$ cat config.mk
export PLATFORM = sky130hd
export DESIGN_NAME = img_flip_invert_ctrl
export DESIGN_NICKNAME = d
export VERILOG_FILES = /design/src/rtl/img_pkg.sv /design/src/rtl/img_flip_addr_gen.sv /design/src/rtl/img_flip_invert_ctrl.sv
export SDC_FILE = /design/constraint.sdc
export NUM_CORES = 1
export LEC_CHECK = 0
export CAP_MARGIN = 20
export CORE_MARGIN = 1
export CORE_UTILIZATION = 30
export CTS_CLUSTER_DIAMETER = 30
export DETAILED_ROUTE_END_ITERATION = 7
export PLACE_DENSITY = 0.57
export SLEW_MARGIN = 20
export SYNTH_ARGS = -nofsm -noshare
export SYNTH_HDL_FRONTEND = slang
export SYNTH_HIERARCHICAL = 1
export SYNTH_SLANG_ARGS = --single-unit
$ cat constraint.sdc
create_clock -name clk -period 3.8 [get_ports clk]
set_input_delay 0.57 -clock clk [delete_from_list [all_inputs] [get_ports clk]]
set_output_delay 0.57 -clock clk [all_outputs]
set_load 0.02 [all_outputs]
$ cat src/rtl/img_pkg.sv
// Shared types and default geometry for the frame flip/invert sequencer.
package img_pkg;

    localparam int          DEF_IMG_W    = 320;
    localparam int          DEF_IMG_H    = 240;
    localparam int          DEF_DATA_W   = 32;
    localparam int          DEF_ADDR_W   = 17;
    localparam int          DEF_RD_LAT   = 1;
    localparam logic [31:0] DEF_INV_MASK = 32'h00FF_FFFF;

    localparam int PAIRS_PER_ROW = (DEF_IMG_W + 1) / 2;

    typedef enum logic [1:0] {
        IDLE,
        RUN,
        DRAIN,
        DONE
    } flip_state_t;

    function automatic int pairs_per_row(input int w);
        return (w + 1) / 2;
    endfunction

endpackage

$ cat src/rtl/img_flip_addr_gen.sv
// Walks the frame one left/right pixel pair per step; row base kept as a running sum.
module img_flip_addr_gen
    import img_pkg::*;
#(
    parameter int IMG_W  = DEF_IMG_W,
    parameter int IMG_H  = DEF_IMG_H,
    parameter int ADDR_W = DEF_ADDR_W
) (
    input  logic              clk,
    input  logic              reset,
    input  logic              step,
    output logic [ADDR_W-1:0] addr_l,
    output logic [ADDR_W-1:0] addr_r,
    output logic              middle,
    output logic              last
);

    localparam int PAIRS = pairs_per_row(IMG_W);
    localparam int XW    = (PAIRS > 1) ? $clog2(PAIRS) : 1;
    localparam int YW    = (IMG_H > 1) ? $clog2(IMG_H) : 1;

    localparam logic [XW-1:0]     X_LAST   = XW'(PAIRS - 1);
    localparam logic [XW-1:0]     X_MID    = XW'(IMG_W / 2);
    localparam logic [YW-1:0]     Y_LAST   = YW'(IMG_H - 1);
    localparam logic [ADDR_W-1:0] ROW_STEP = ADDR_W'(IMG_W);
    localparam logic [ADDR_W-1:0] ROW_END  = ADDR_W'(IMG_W - 1);
    localparam logic              ODD_W    = ((IMG_W % 2) == 1);

    logic [XW-1:0]     x;
    logic [YW-1:0]     y;
    logic [ADDR_W-1:0] row_base;
    logic              row_end;

    always_comb begin
        row_end = (x == X_LAST);
        last    = row_end && (y == Y_LAST);
        middle  = ODD_W && (x == X_MID);
        addr_l  = row_base + ADDR_W'(x);
        addr_r  = row_base + ROW_END - ADDR_W'(x);
    end

    always_ff @(posedge clk or posedge reset) begin
        if (reset) begin
            x        <= '0;
            y        <= '0;
            row_base <= '0;
        end else if (step) begin
            if (row_end) begin
                x <= '0;
                if (last) begin
                    y        <= '0;
                    row_base <= '0;
                end else begin
                    y        <= y + 1'b1;
                    row_base <= row_base + ROW_STEP;
                end
            end else begin
                x <= x + 1'b1;
            end
        end
    end

endmodule

$ cat src/rtl/img_flip_invert_ctrl.sv
// Mirrors each row left-to-right and XOR-inverts every pixel in one pass over the 2R/2W memory.
module img_flip_invert_ctrl
    import img_pkg::*;
#(
    parameter int                IMG_W    = DEF_IMG_W,
    parameter int                IMG_H    = DEF_IMG_H,
    parameter int                DATA_W   = DEF_DATA_W,
    parameter int                ADDR_W   = DEF_ADDR_W,
    parameter int                RD_LAT   = DEF_RD_LAT,
    parameter logic [DATA_W-1:0] INV_MASK = DATA_W'(DEF_INV_MASK)
) (
    input  logic              clk,
    input  logic              reset,
    input  logic              start,
    output logic              busy,
    output logic              done,
    output logic              rd0_en,
    output logic [ADDR_W-1:0] rd0_addr,
    input  logic [DATA_W-1:0] rd0_data,
    output logic              rd1_en,
    output logic [ADDR_W-1:0] rd1_addr,
    input  logic [DATA_W-1:0] rd1_data,
    output logic              wr0_en,
    output logic [ADDR_W-1:0] wr0_addr,
    output logic [DATA_W-1:0] wr0_data,
    output logic              wr1_en,
    output logic [ADDR_W-1:0] wr1_addr,
    output logic [DATA_W-1:0] wr1_data
);

    localparam int SW = 2 * ADDR_W + 2;
    localparam int CW = (RD_LAT > 1) ? $clog2(RD_LAT) : 1;
    localparam logic [CW-1:0] DRAIN_LAST = CW'(RD_LAT - 1);

    flip_state_t        state;
    logic               issued_last;
    logic [CW-1:0]      drain_cnt;
    logic               step;
    logic [ADDR_W-1:0]  addr_l;
    logic [ADDR_W-1:0]  addr_r;
    logic               middle;
    logic               last;
    logic [SW-1:0]      cur;
    logic [RD_LAT*SW-1:0] dly_line;
    logic [SW-1:0]      tap;

    assign step = ((state == IDLE) && start) || ((state == RUN) && !issued_last);

    img_flip_addr_gen #(
        .IMG_W  (IMG_W),
        .IMG_H  (IMG_H),
        .ADDR_W (ADDR_W)
    ) u_addr_gen (
        .clk    (clk),
        .reset  (reset),
        .step   (step),
        .addr_l (addr_l),
        .addr_r (addr_r),
        .middle (middle),
        .last   (last)
    );

    always_ff @(posedge clk or posedge reset) begin
        if (reset) begin
            state       <= IDLE;
            busy        <= 1'b0;
            done        <= 1'b0;
            issued_last <= 1'b0;
            drain_cnt   <= '0;
            rd0_en      <= 1'b0;
            rd0_addr    <= '0;
            rd1_en      <= 1'b0;
            rd1_addr    <= '0;
        end else begin
            case (state)
                IDLE: begin
                    if (start) begin
                        state <= RUN;
                        busy  <= 1'b1;
                    end
                end
                RUN: begin
                    if (issued_last) begin
                        state       <= DRAIN;
                        rd0_en      <= 1'b0;
                        rd1_en      <= 1'b0;
                        issued_last <= 1'b0;
                        drain_cnt   <= '0;
                    end
                end
                DRAIN: begin
                    if (drain_cnt == DRAIN_LAST) begin
                        state <= DONE;
                        done  <= 1'b1;
                    end else begin
                        drain_cnt <= drain_cnt + 1'b1;
                    end
                end
                DONE: begin
                    state <= IDLE;
                    busy  <= 1'b0;
                    done  <= 1'b0;
                end
                default: state <= IDLE;
            endcase

            // The middle pixel of an odd row is read once on port 0 only.
            if (step) begin
                rd0_en      <= 1'b1;
                rd0_addr    <= addr_l;
                rd1_en      <= !middle;
                rd1_addr    <= addr_r;
                issued_last <= last;
            end
        end
    end

    assign cur = {rd0_en, rd1_en, rd0_addr, rd1_addr};

    generate
        if (RD_LAT == 1) begin : g_dly1
            always_ff @(posedge clk or posedge reset) begin
                if (reset) dly_line <= '0;
                else       dly_line <= cur;
            end
        end else begin : g_dlyn
            always_ff @(posedge clk or posedge reset) begin
                if (reset) dly_line <= '0;
                else       dly_line <= {dly_line[(RD_LAT-1)*SW-1:0], cur};
            end
        end
    endgenerate

    assign tap = dly_line[RD_LAT*SW-1 -: SW];

    // Left destination takes the right source, and vice versa; data gated so idle outputs stay 0.
    always_comb begin
        wr0_en   = tap[SW-1];
        wr1_en   = tap[SW-2];
        wr0_addr = tap[2*ADDR_W-1 -: ADDR_W];
        wr1_addr = tap[ADDR_W-1:0];
        wr0_data = '0;
        wr1_data = '0;
        if (wr0_en) wr0_data = (wr1_en ? rd1_data : rd0_data) ^ INV_MASK;
        if (wr1_en) wr1_data = rd0_data ^ INV_MASK;
    end

endmodule

* Yosys cells after proc, flatten, opt, wreduce, memory -nomap -nowiden
Cells that the tools add are included.
Word-level totals: register bits 109, output and inout bits 138, logic and storage cells 67
Cells by class: add/subtract/negate cells 7, equality and inequality tests 8, multiplexer cells 21, bitwise logic cells 2, reduce and logical (&&, ||, !) cells 17
Operators with widths (count):
- 32-bit two-way mux | 3
- 24-bit inverter | 2
- 17-bit by 9-bit adder with 17-bit output, second input constant | 2
- 17-bit by 8-bit adder with 17-bit output | 1
- 17-bit two-way mux | 1
- 17-bit by 8-bit subtractor with 17-bit output | 1
- 8-bit by 1-bit adder with 8-bit output, second input constant | 2
- 8-bit == test, second input constant | 2
- 8-bit two-way mux | 2
- 2-bit AND reduction | 5
- 2-bit nonzero test | 5
- 1-bit two-way mux | 8
- 2-bit one-hot mux with 4 select lines | 1
- 2-bit two-way mux | 3
- 2-bit != test, second input constant | 3
- 1-bit one-hot mux with 2 select lines | 3
- 2-bit == test, second input constant | 2
- 1-bit logical AND | 3
- 3-bit AND reduction | 1
- 2-bit by 1-bit == test with 1-bit output, second input constant | 1
- 2-bit logical NOT | 1
- 1-bit adder, second input constant | 1
- 1-bit logical NOT | 1
- 1-bit logical OR | 1

* Longest topological paths before layout
Gate-level depths: netlist of run 1.
word-level depth 5, gate-level depth with buffers 12

* Cells and area by module
The synthesis of run 1 kept the hierarchy.
Modules (own cells, without submodules):
- img_flip_invert_ctrl | times used 1, cells an instance 247, area an instance 3374.5 µm², seq. area each 1926.8 µm²
- img_flip_addr_gen | times used 1, cells an instance 267, area an instance 2278.4 µm², seq. area each 675.6 µm²

* Worst setup path after synthesis of run 1
Ideal clock, no wire load.
path type reg2reg, from register state[1], to register u_addr_gen.y[7], library setup time 0.077 ns, arrival 2.646 ns, required time 3.723 ns, setup slack 1.076 ns, stages on the path, launching flop included 13, path buffers 3, period minus slack after synthesis 2.724 ns, cells stage by stage dfrtp_1 inv_1 ha_1 nor2b_4 a21o_1 buf_6 buf_6 buf_2 nand2_1 nor4_2 nand4_1 or3_1 a21oi_1
On the way: longest elaborated chain between the ends 4, elaborated cells on any way between the ends 6, those cells by class 1 x eq/ne; 5 x reduce/logical
Ends and longest elaborated chain:
- start, declared | line img_flip_invert_ctrl.sv:35 | flip_state_t state;
- start signal, assigned | line img_flip_invert_ctrl.sv:65 | state <= IDLE;
- start signal, assigned | line img_flip_invert_ctrl.sv:78 | state <= RUN;
- start signal, assigned | line img_flip_invert_ctrl.sv:84 | state <= DRAIN;
- 2-bit by 1-bit == test with 1-bit output or 2-bit logical NOT (tied branches) | line img_flip_invert_ctrl.sv:47 | assign step = ((state == IDLE) && start) || ((state == RUN) && !issued_last);
- 1-bit logical AND | line img_flip_invert_ctrl.sv:47
- 1-bit logical OR * | line img_flip_invert_ctrl.sv:47
- via step | line img_flip_invert_ctrl.sv:38 | logic step;
- 2-bit AND reduction (no line) *
- end signal, assigned | line img_flip_addr_gen.sv:54 | y <= y + 1'b1;
- end, declared | line img_flip_addr_gen.sv:30 | logic [YW-1:0] y;
The timed path passes the listed nets; every way through them passes the cells marked *. A chain may end at the register's enable or synchronous reset.

* Worst setup path after layout of run 1
from register dly_line[34], to output wr0_data[11]
On the way: longest elaborated chain between the ends 3
Ends and longest elaborated chain:
- start, declared | line img_flip_invert_ctrl.sv:44 | logic [RD_LAT*SW-1:0] dly_line;
- start signal, assigned | line img_flip_invert_ctrl.sv:124 | else dly_line <= cur;
- 32-bit two-way mux | line img_flip_invert_ctrl.sv:144 | if (wr0_en) wr0_data = (wr1_en ? rd1_data : rd0_data) ^ INV_MASK;
- 24-bit inverter (no line)
- 32-bit two-way mux * | line img_flip_invert_ctrl.sv:144
- end, declared | line img_flip_invert_ctrl.sv:25 | output logic [DATA_W-1:0] wr0_data,
Every way passes the cells marked *; elsewhere a longest branch is shown, timed or not.

==> results of run 1 <==
[cell families after synthesis]
family,count (synthesis),share of synthesized area [%]
compound gates,69,7.769
xor+xnor,29,4.493
fa+ha+maj,33,7.437
buf+inv,51,4.227
flops,104,46.04
mux,70,14.32
other cells,2,0.1329
simple gates,156,15.58
[per-stage QoR]
| stage | instances | area [µm²] | utilization [%] | setup WS, ns | hold slack [ns] |
|---|---|---|---|---|---|
| 2_1_floorplan | 519 | 5672 | - | 1.076 | 0.4715 |
| 3_5_place_dp | 931 | 7905 | 43.41 | 0.8036 | 0.3885 |
| 4_1_cts | 947 | 8208 | 45.08 | 0.7329 | 0.4129 |
| 5_1_grt | 947 | 8208 | 45.08 | 0.6269 | 0.4205 |
| 6_report | 947 | 8208 | 45.08 | 0.7609 | 0.4057 |
| 3_3_place_gp | 931 | 7905 | 43.41 | 0.8431 | 0.3877 |
[critical path, stage by stage, from the launching register on]
cell	delay (ns)
dfrtp_2	0.80
buf_4	0.34
mux2i_1	0.21
and2_1	0.14
clkdlybuf4s50_1	0.61
[per-layer routing]
layer	vias to the layer above	track usage, %
met2	149	29.28
met3	16	4.680
met4	0	3.801
li1	2140	-
met5	-	0
met1	2099	18.22
[sequential cells by signal, indices dropped and copies added, names as in the netlist]
name	count
busy	1
dly_line	36
done	1
issued_last	1
rd0_addr	17
rd0_en	1
rd1_addr	17
rd1_en	1
state	2
u_addr_gen/row_base	11
u_addr_gen/x	8
u_addr_gen/y	8
[where the power goes]
| part | internal [µW] | total (µW) | switching, µW |
|---|---|---|---|
| Sequential | 1120 | 1130 | 12.1 |
| Combinational | 204 | 376 | 172 |
| Clock | 520 | 961 | 441 |
[path summary, 6_finish.rpt]
kind,startpoint,to,cells after the start
max,dly_line[34]$_DFF_PP0_,wr0_data[11],4
min,rd1_addr[10]$_DFFE_PP0P_,dly_line[10]$_DFF_PP0_,0
min reg2reg,rd1_addr[10]$_DFFE_PP0P_,dly_line[10]$_DFF_PP0_,0
max in group asynchronous,reset,rd0_addr[16]$_DFFE_PP0P_,3
max reg2reg,u_addr_gen/x[7]$_DFFE_PP0P_,rd1_addr[15]$_DFFE_PP0P_,9
min in group asynchronous,reset,u_addr_gen/x[4]$_DFFE_PP0P_,2
[cell type report]
cell class | instances | area share, %
Clock buffer | 9 | 2.744
Clock inverter | 7 | 0.9451
Inverter | 26 | 1.204
Multi-Input combinational cell | 364 | 34.50
Sequential cell | 104 | 31.72
Tap cell | 229 | 3.491
Timing Repair Buffer | 208 | 25.40
[synth_stat cells, types with 2 or more instances]
cell type  instances  area [µm²]
a21oi_1           14       70.07
buf_2              5       25.02
dfrtp_1          104        2603
a31oi_1            3       18.77
xor2_1             4       35.03
o21ai_1           19       95.09
clkbuf_1          12       45.04
and2_1            33       206.5
buf_4              5       37.54
nor2b_1           41       256.5
o21a_1             3       22.52
a21o_1             8       60.06
mux2i_1           34       340.3
o21ai_0            5       25.02
inv_1             25       93.84
and3_1             3       18.77
o211ai_1           2       15.01
nor2_1            18       67.56
nor3_1             4       20.02
o31ai_1            3       22.52
nand2b_1           2       12.51
nand4_1            5       31.28
xnor2_1           25       219.0
mux2_4            17       255.2
nor2b_4            2       27.53
ha_1              32       400.4
nand2_1           24       90.09
or3_1              4       25.02
conb_1             2       7.510
mux2_2            19       214.0
nand3_1           14       70.07
buf_6              3       33.78
a22o_1             4       35.03
[cells in the final DEF (no fill, tap or decap), drive strengths merged, types with 14 or more instances in the layout]
cell type	count
clkdlybuf4s50	204
nor2b	43
nand3	14
inv	29
mux2i	34
and2	33
nand2	24
ha	32
mux2	36
xnor2	25
a21oi	14
o21ai	24
nor2	18
dfrtp	104
==> results.ini, run 1 <==
[cells_and_area]
fillCellCount=1682
finalNetCount=813
multi_input_area_um2=2831
drive_gt1_share_pct=9.053
seq_area_um2=2604
diodes=0
areaGrowthSynthToFinish_pct=45.20

[global_routing]
grt_util_all_layers_pct=16.02
grt.overflow.total=0
grt_pass1_wl_um=24400
antenna_found_initial=0
grt_max_degree=45
grt_pass1_vias=4418

[clock_network]
cts_resized=0
clock-sinks=104
cts_max_path_buffers=2
post_cts_buffers=0
clk_pin_slew_worst_paths_ns=0.07
htree_levels=3
cts_tree=done
cts_made_buffers=9
cts_root_buf=clkbuf_16
holdBufCountCts=0
clock_latency_ns=0.35

[logic_synthesis]
synth_cell_types=49
synth_flop_cell=dfrtp_1
synth_edf_count=0
netlist_area_um2=5653
syn_inst=514
syn-mean-instance-area_um2=11.00
yosys_warnings=6
async_flop_share_pct=100.0
ys_seq_elements=104
seq_area_frac_synth_pct=46.04

[detailed_routing]
routed-wl-met3_um=990
drc=0
highest_layer=met4
viasPerCell=4.650
drtPass1Iterations=4
routedWlPerCell_um=16.33
drt.antenna.violating_nets=0
drtIter0Drc=150
wl_um=15470
wl_met2_um=8001
vias=4404
met1_length_um=6255

[critical_path]
cp.required_ns=3.23
setup.worst_path.class=reg -> out
start_kind=flip-flop
cp_data_arrival_time_ns=2.47
crit_fanout=32
end_kind=output port
reg2reg_slack_ns=0.85

[die]
die_x_um=139.3
io_pins=205
initial_core_util_pct=31.05
die_area_um2=19400
core_um2=18210
rows=49
die_height_um=139.3

[run_status]
status=complete, no violations

[power]
vdd_drop_max_mv=0.2609
power_density_nw_per_um2=300.4
power_uw=2465
p_leak_uw=0.003628

[sta]
maxSlewViolCount=0
min_period_ns=3.039
fin_worst_skew_ns=0.008060
worst-slew-pin-transition_ns=0.8342
hold_viol_final=0
setup_viol=0
max_freq_mhz=329.0
finalSetupTns_ns=0
fin_crit_sh_pct=79.98
rsz0062_at_grt=false
max-slew-margin-rel_pct=44.39

[flow_run]
maxCapViolCount=0

[place]
portBuffers=204
hpwl_um=11910
gp_congestion=0.8741

[hold_path]
holdCritPathClass=reg -> reg

(Power assumes the default switching activity.)
==> run 2: changes to the inputs <==
==> constraint.sdc (replaced) <==
create_clock -name clk -period 2.8 [get_ports clk]
set_input_delay 0.42 -clock clk [delete_from_list [all_inputs] [get_ports clk]]
set_output_delay 0.42 -clock clk [all_outputs]
set_load 0.02 [all_outputs]
==> results.ini, run 2 (synthesized netlist as in run 1, its figures left out) <==
[run_status]
status=complete, no violations

[sta]
fin_worst_skew_ns=0.009769
timing.final.ws_setup_ns=0.1065
worst-slew-pin-transition_ns=0.7484
maxSlewViolCount=0
max_freq_mhz=371.3
fin_crit_sh_pct=96.20
min_period_ns=2.694
setup_viol=0
max-slew-margin-rel_pct=50.10
holdWs_ns=0.4013
hold_viol_final=0

[die]
die_x_um=139.3
initial_core_util_pct=31.05
rows=49
die_height_um=139.3
die_area_um2=19400
io_pins=205
core_um2=18210

[detailed_routing]
vias=4567
viasPerCell=4.762
drc=0
drtPass1Iterations=4
drt.antenna.violating_nets=0
wl_um=15840
drtIter0Drc=154
routedWlPerCell_um=16.52

[cells_and_area]
diodes=0
areaGrowthSynthToFinish_pct=47.12
finalNetCount=825
multi_input_area_um2=2840
top_register=dly_line
final_util_pct=45.67
top_regs=dly_line (36), rd0_addr (17), rd1_addr (17)
final_common_cell=clkdlybuf4s50_1
layout_common_cells=clkdlybuf4s50_1, dfrtp_1, nor2b_1
drive_gt1_share_pct=10.82
largest_reg_flops=36
fillCellCount=1713
seq_area_um2=2604

[clock_network]
cts_max_path_buffers=2
clock_latency_ns=0.35
htree_levels=3
cts_root_buf=clkbuf_16
clock-sinks=104
holdBufCountCts=0
clk_pin_slew_worst_paths_ns=0.08
cts_tree=done
cts_made_buffers=9

[place]
place_ws_ns=0.005928
gp_congestion=0.8638
portBuffers=204
hpwl_um=12140

[global_routing]
antenna_found_initial=0
grt_util_all_layers_pct=16.42
grt.overflow.total=0
grt_pass1_wl_um=24990
grt_max_degree=46
grt_pass1_vias=4677

[critical_path]
start_kind=flip-flop
setup.worst_path.class=reg -> reg
end_kind=flip-flop
cp.required_ns=3.05
cp_data_arrival_time_ns=2.94
crit_fanout=4

[power]
p_leak_uw=0.003687
vdd_drop_max_mv=0.3745
power_density_nw_per_um2=396.5

[flow_run]
maxCapViolCount=0

[hold_path]
holdCritPathClass=reg -> reg

-- run 2: per-layer routing --
metal  wire, µm  track usage (%)  vias to the layer above
li1           -                -                     2168
met1       6519            18.58                     2215
met2       8103            29.73                      165
met3        936            4.646                       19
met4        282            5.088                        0
met5          0                0                        -
-- run 2: final cells by class --
class | count | area share, %
clock buffers | 10 | 2.873
clock inverters | 6 | 0.5867
inverters | 26 | 1.189
multi-input cells | 364 | 34.15
flip-flops and latches | 104 | 31.31
well taps | 229 | 3.445
repair buffers | 220 | 26.45
-- run 2: power breakdown --
| part | leakage [µW] | total (µW) | switching [µW] | internal (µW) |
|---|---|---|---|---|
| logic | 0.00225 | 522 | 240 | 282 |
| clock network | 0.000144 | 1250 | 604 | 641 |
| registers | 0.00129 | 1530 | 14.0 | 1520 |
| total | 0.00369 | 3300 | 858 | 2440 |
-- run 2: worst max-delay path: stages (launching register included) --
cell,delay [ns]
dfrtp_1,0.36
inv_1,0.05
ha_1,0.33
ha_2,0.23
a21oi_2,0.17
or3b_1,0.37
a311o_1,0.42
a311oi_2,0.30
xnor2_1,0.09
mux2_4,0.25
-- run 2: metrics by stage --
stage / total power [µW] / area, µm² / instances / setup TNS (ns)
after floorplan: 1789 / 5672 / 519 / 0
after global placement: 2078 / 7998 / 940 / 0
after detailed placement: 2084 / 7998 / 940 / 0
after CTS: 3352 / 8289 / 956 / 0
after global routing: 3440 / 8317 / 959 / -0.005619
final: 3297 / 8317 / 959 / 0
-- run 2: final timing paths --
kind,to,cells past startpoint,from,slack [ns]
setup / recovery,rd1_addr[15]$_DFFE_PP0P_,9,u_addr_gen/x[7]$_DFFE_PP0P_,0.11
hold / removal,dly_line[30]$_DFF_PP0_,0,rd0_addr[13]$_DFFE_PP0P_,0.40
setup reg to reg,rd1_addr[15]$_DFFE_PP0P_,9,u_addr_gen/x[7]$_DFFE_PP0P_,0.11
hold reg to reg,dly_line[30]$_DFF_PP0_,0,rd0_addr[13]$_DFFE_PP0P_,0.40
max in group asynchronous,dly_line[34]$_DFF_PP0_,3,reset,1.67
min in group asynchronous,rd0_addr[5]$_DFFE_PP0P_,2,reset,0.48
-- run 2: timing repair --
action | CTS | global route
pin swaps | 0 | 3
endpoints found under the setup margin | 1 | 2
buffers inserted | 0 | 3
resized for setup | 1 | 2
==> run 3: changes to the inputs <==
==> constraint.sdc (replaced) <==
create_clock -name clk -period 2.8 [get_ports clk]
set_input_delay 0.28 -clock clk [delete_from_list [all_inputs] [get_ports clk]]
set_output_delay 0.28 -clock clk [all_outputs]
set_load 0.02 [all_outputs]
==> results.ini, run 3 (synthesized netlist as in run 1, its figures left out) <==
[run_status]
status=complete, no violations

[place]
portBuffers=204
placed_area_um2=7963
place_ws_ns=-0.009494
hpwl_um=12010
gp_congestion=0.8408
dp_cells=937

[cells_and_area]
layout_common_cells=clkdlybuf4s50_1, dfrtp_1, nor2b_1
finalNetCount=820
top_regs=dly_line (36), rd0_addr (17), rd1_addr (17)
top_register=dly_line
finish.instance_area_um2=8302
drive_gt1_share_pct=10.34
final_common_cell=clkdlybuf4s50_1
largest_reg_flops=36
diodes=0
final_cells=954
areaGrowthSynthToFinish_pct=46.86

[critical_path]
reg2reg_slack_ns=0.20
cp_data_arrival_time_ns=2.85
cp_common_cell=ha_4
cp.required_ns=3.05
crit_fanout=4
critPathTopFamily=compound AO/OA/AOI/OAI gates
cpPeakStageDelay_ns=0.42
setup.worst_path.class=reg -> reg
crit_buf_inv=1
critPathSlowestCell=a311o_1
cp_cell_sequence=inv_1 > ha_4 > ha_4 > a21oi_4 > or3b_1 > a311o_1 > a311oi_2 > xnor2_1 > mux2_4
start_kind=flip-flop
end_kind=flip-flop

[sta]
min_period_ns=2.600
fin_worst_skew_ns=0.01437
max-slew-margin-rel_pct=47.68
hold_viol_final=0
timing.final.ws_setup_ns=0.1999
max_freq_mhz=384.6
setup_viol=0
worst-slew-pin-transition_ns=0.7847
rsz0062_at_grt=false
fin_crit_sh_pct=92.86
maxSlewViolCount=0

[power]
p_seq_share_pct=46.9
p_comb_share_pct=15.8
vdd_drop_max_mv=0.3326
internal_power_uw=2410
power_switching_uw=851.9
p_clk_share_pct=37.4
power_density_nw_per_um2=393.0
p_leak_uw=0.003660
swShare_pct=26.12

[global_routing]
grt.overflow.total=0
grt_util_all_layers_pct=16.35
antenna_found_initial=0
grt_pass1_wl_um=24940
grt_max_degree=45
grt_pass1_vias=4566

[detailed_routing]
routed-wl-met3_um=1069
drt.antenna.violating_nets=0
vias=4492
drtPass1Iterations=4
wl_um=15470
highest_layer=met4
met1_length_um=6131
wl_met2_um=8090
routedWlPerCell_um=16.21
drtIter0Drc=158
viasPerCell=4.709
drc=0

[clock_network]
cts_root_buf=clkbuf_16
htree_levels=3
cts_tree=done
clock_latency_ns=0.36
clock-sinks=104
cts_max_path_buffers=2
clk_pin_slew_worst_paths_ns=0.08
cts_made_buffers=9
holdBufCountCts=0

[die]
die_x_um=139.3
die_height_um=139.3
die_area_um2=19400
rows=49
io_pins=205
core_um2=18210
initial_core_util_pct=31.05

[hold_path]
holdCritPathClass=in -> async

[flow_run]
maxCapViolCount=0

[run 3: per-stage QoR]
stage | utilization [%] | power (µW) | TNS [ns] | hold WS (ns)
after floorplan | - | 1789 | 0 | 0.3327
after global placement | 43.73 | 2074 | 0 | 0.3856
after detailed placement | 43.73 | 2078 | -0.009494 | 0.3900
after CTS | 45.28 | 3321 | 0 | 0.3695
after global routing | 45.59 | 3400 | 0 | 0.4184
final | 45.59 | 3262 | 0 | 0.3437
[run 3: area by class of cell]
| class | instances | area, µm² |
|---|---|---|
| Fill cell | 1722 | 9907 |
| Multi-Input combinational cell | 364 | 2885 |
| Sequential cell | 104 | 2604 |
| Clock buffer | 10 | 229.0 |
| Tap cell | 229 | 286.5 |
| Timing Repair Buffer | 215 | 2150 |
| Clock inverter | 6 | 48.80 |
| Inverter | 26 | 98.84 |
[run 3: timing repair]
item	CTS	global route
pin swaps	0	3
setup endpoints to repair	1	3
gates cloned	0	0
gates resized for setup	1	6
setup buffers	0	1
[run 3: path summary, 6_finish.rpt]
kind                                                  start                       end  cells past startpoint
worst min-delay path                                  reset   rd1_addr[1]$_DFFE_PP0P_                      2
max in group asynchronous                             reset   rd1_addr[6]$_DFFE_PP0P_                      3
worst max-delay path            u_addr_gen/x[7]$_DFFE_PP0P_  rd1_addr[15]$_DFFE_PP0P_                      9
min in group clk                    rd0_addr[2]$_DFFE_PP0P_    dly_line[19]$_DFF_PP0_                      0
worst min register to register      rd0_addr[2]$_DFFE_PP0P_    dly_line[19]$_DFF_PP0_                      0
worst max register to register  u_addr_gen/x[7]$_DFFE_PP0P_  rd1_addr[15]$_DFFE_PP0P_                      9
[run 3: worst register-to-register path: stages (launching register included)]
cell and delay (ns):
dfrtp_1 0.39, inv_1 0.10, ha_4 0.23, ha_4 0.18, a21oi_4 0.15, or3b_1 0.37
a311o_1 0.42, a311oi_2 0.30, xnor2_1 0.10, mux2_4 0.26
[run 3: power by group through the flow]
stage	clock, µW	combinational, µW	sequential (µW)
2_1_floorplan	0	218	1570
3_3_place_gp	0	516	1560
3_5_place_dp	0	519	1560
4_1_cts	1270	520	1530
5_1_grt	1320	548	1530
6_report	1220	514	1530
[run 3: metal layers]
metal  GRT usage (%)  up-vias
met4           5.088        0
met1           18.05     2176
li1                -     2146
met5               0        -
met3           4.336       16
met2           30.36      154
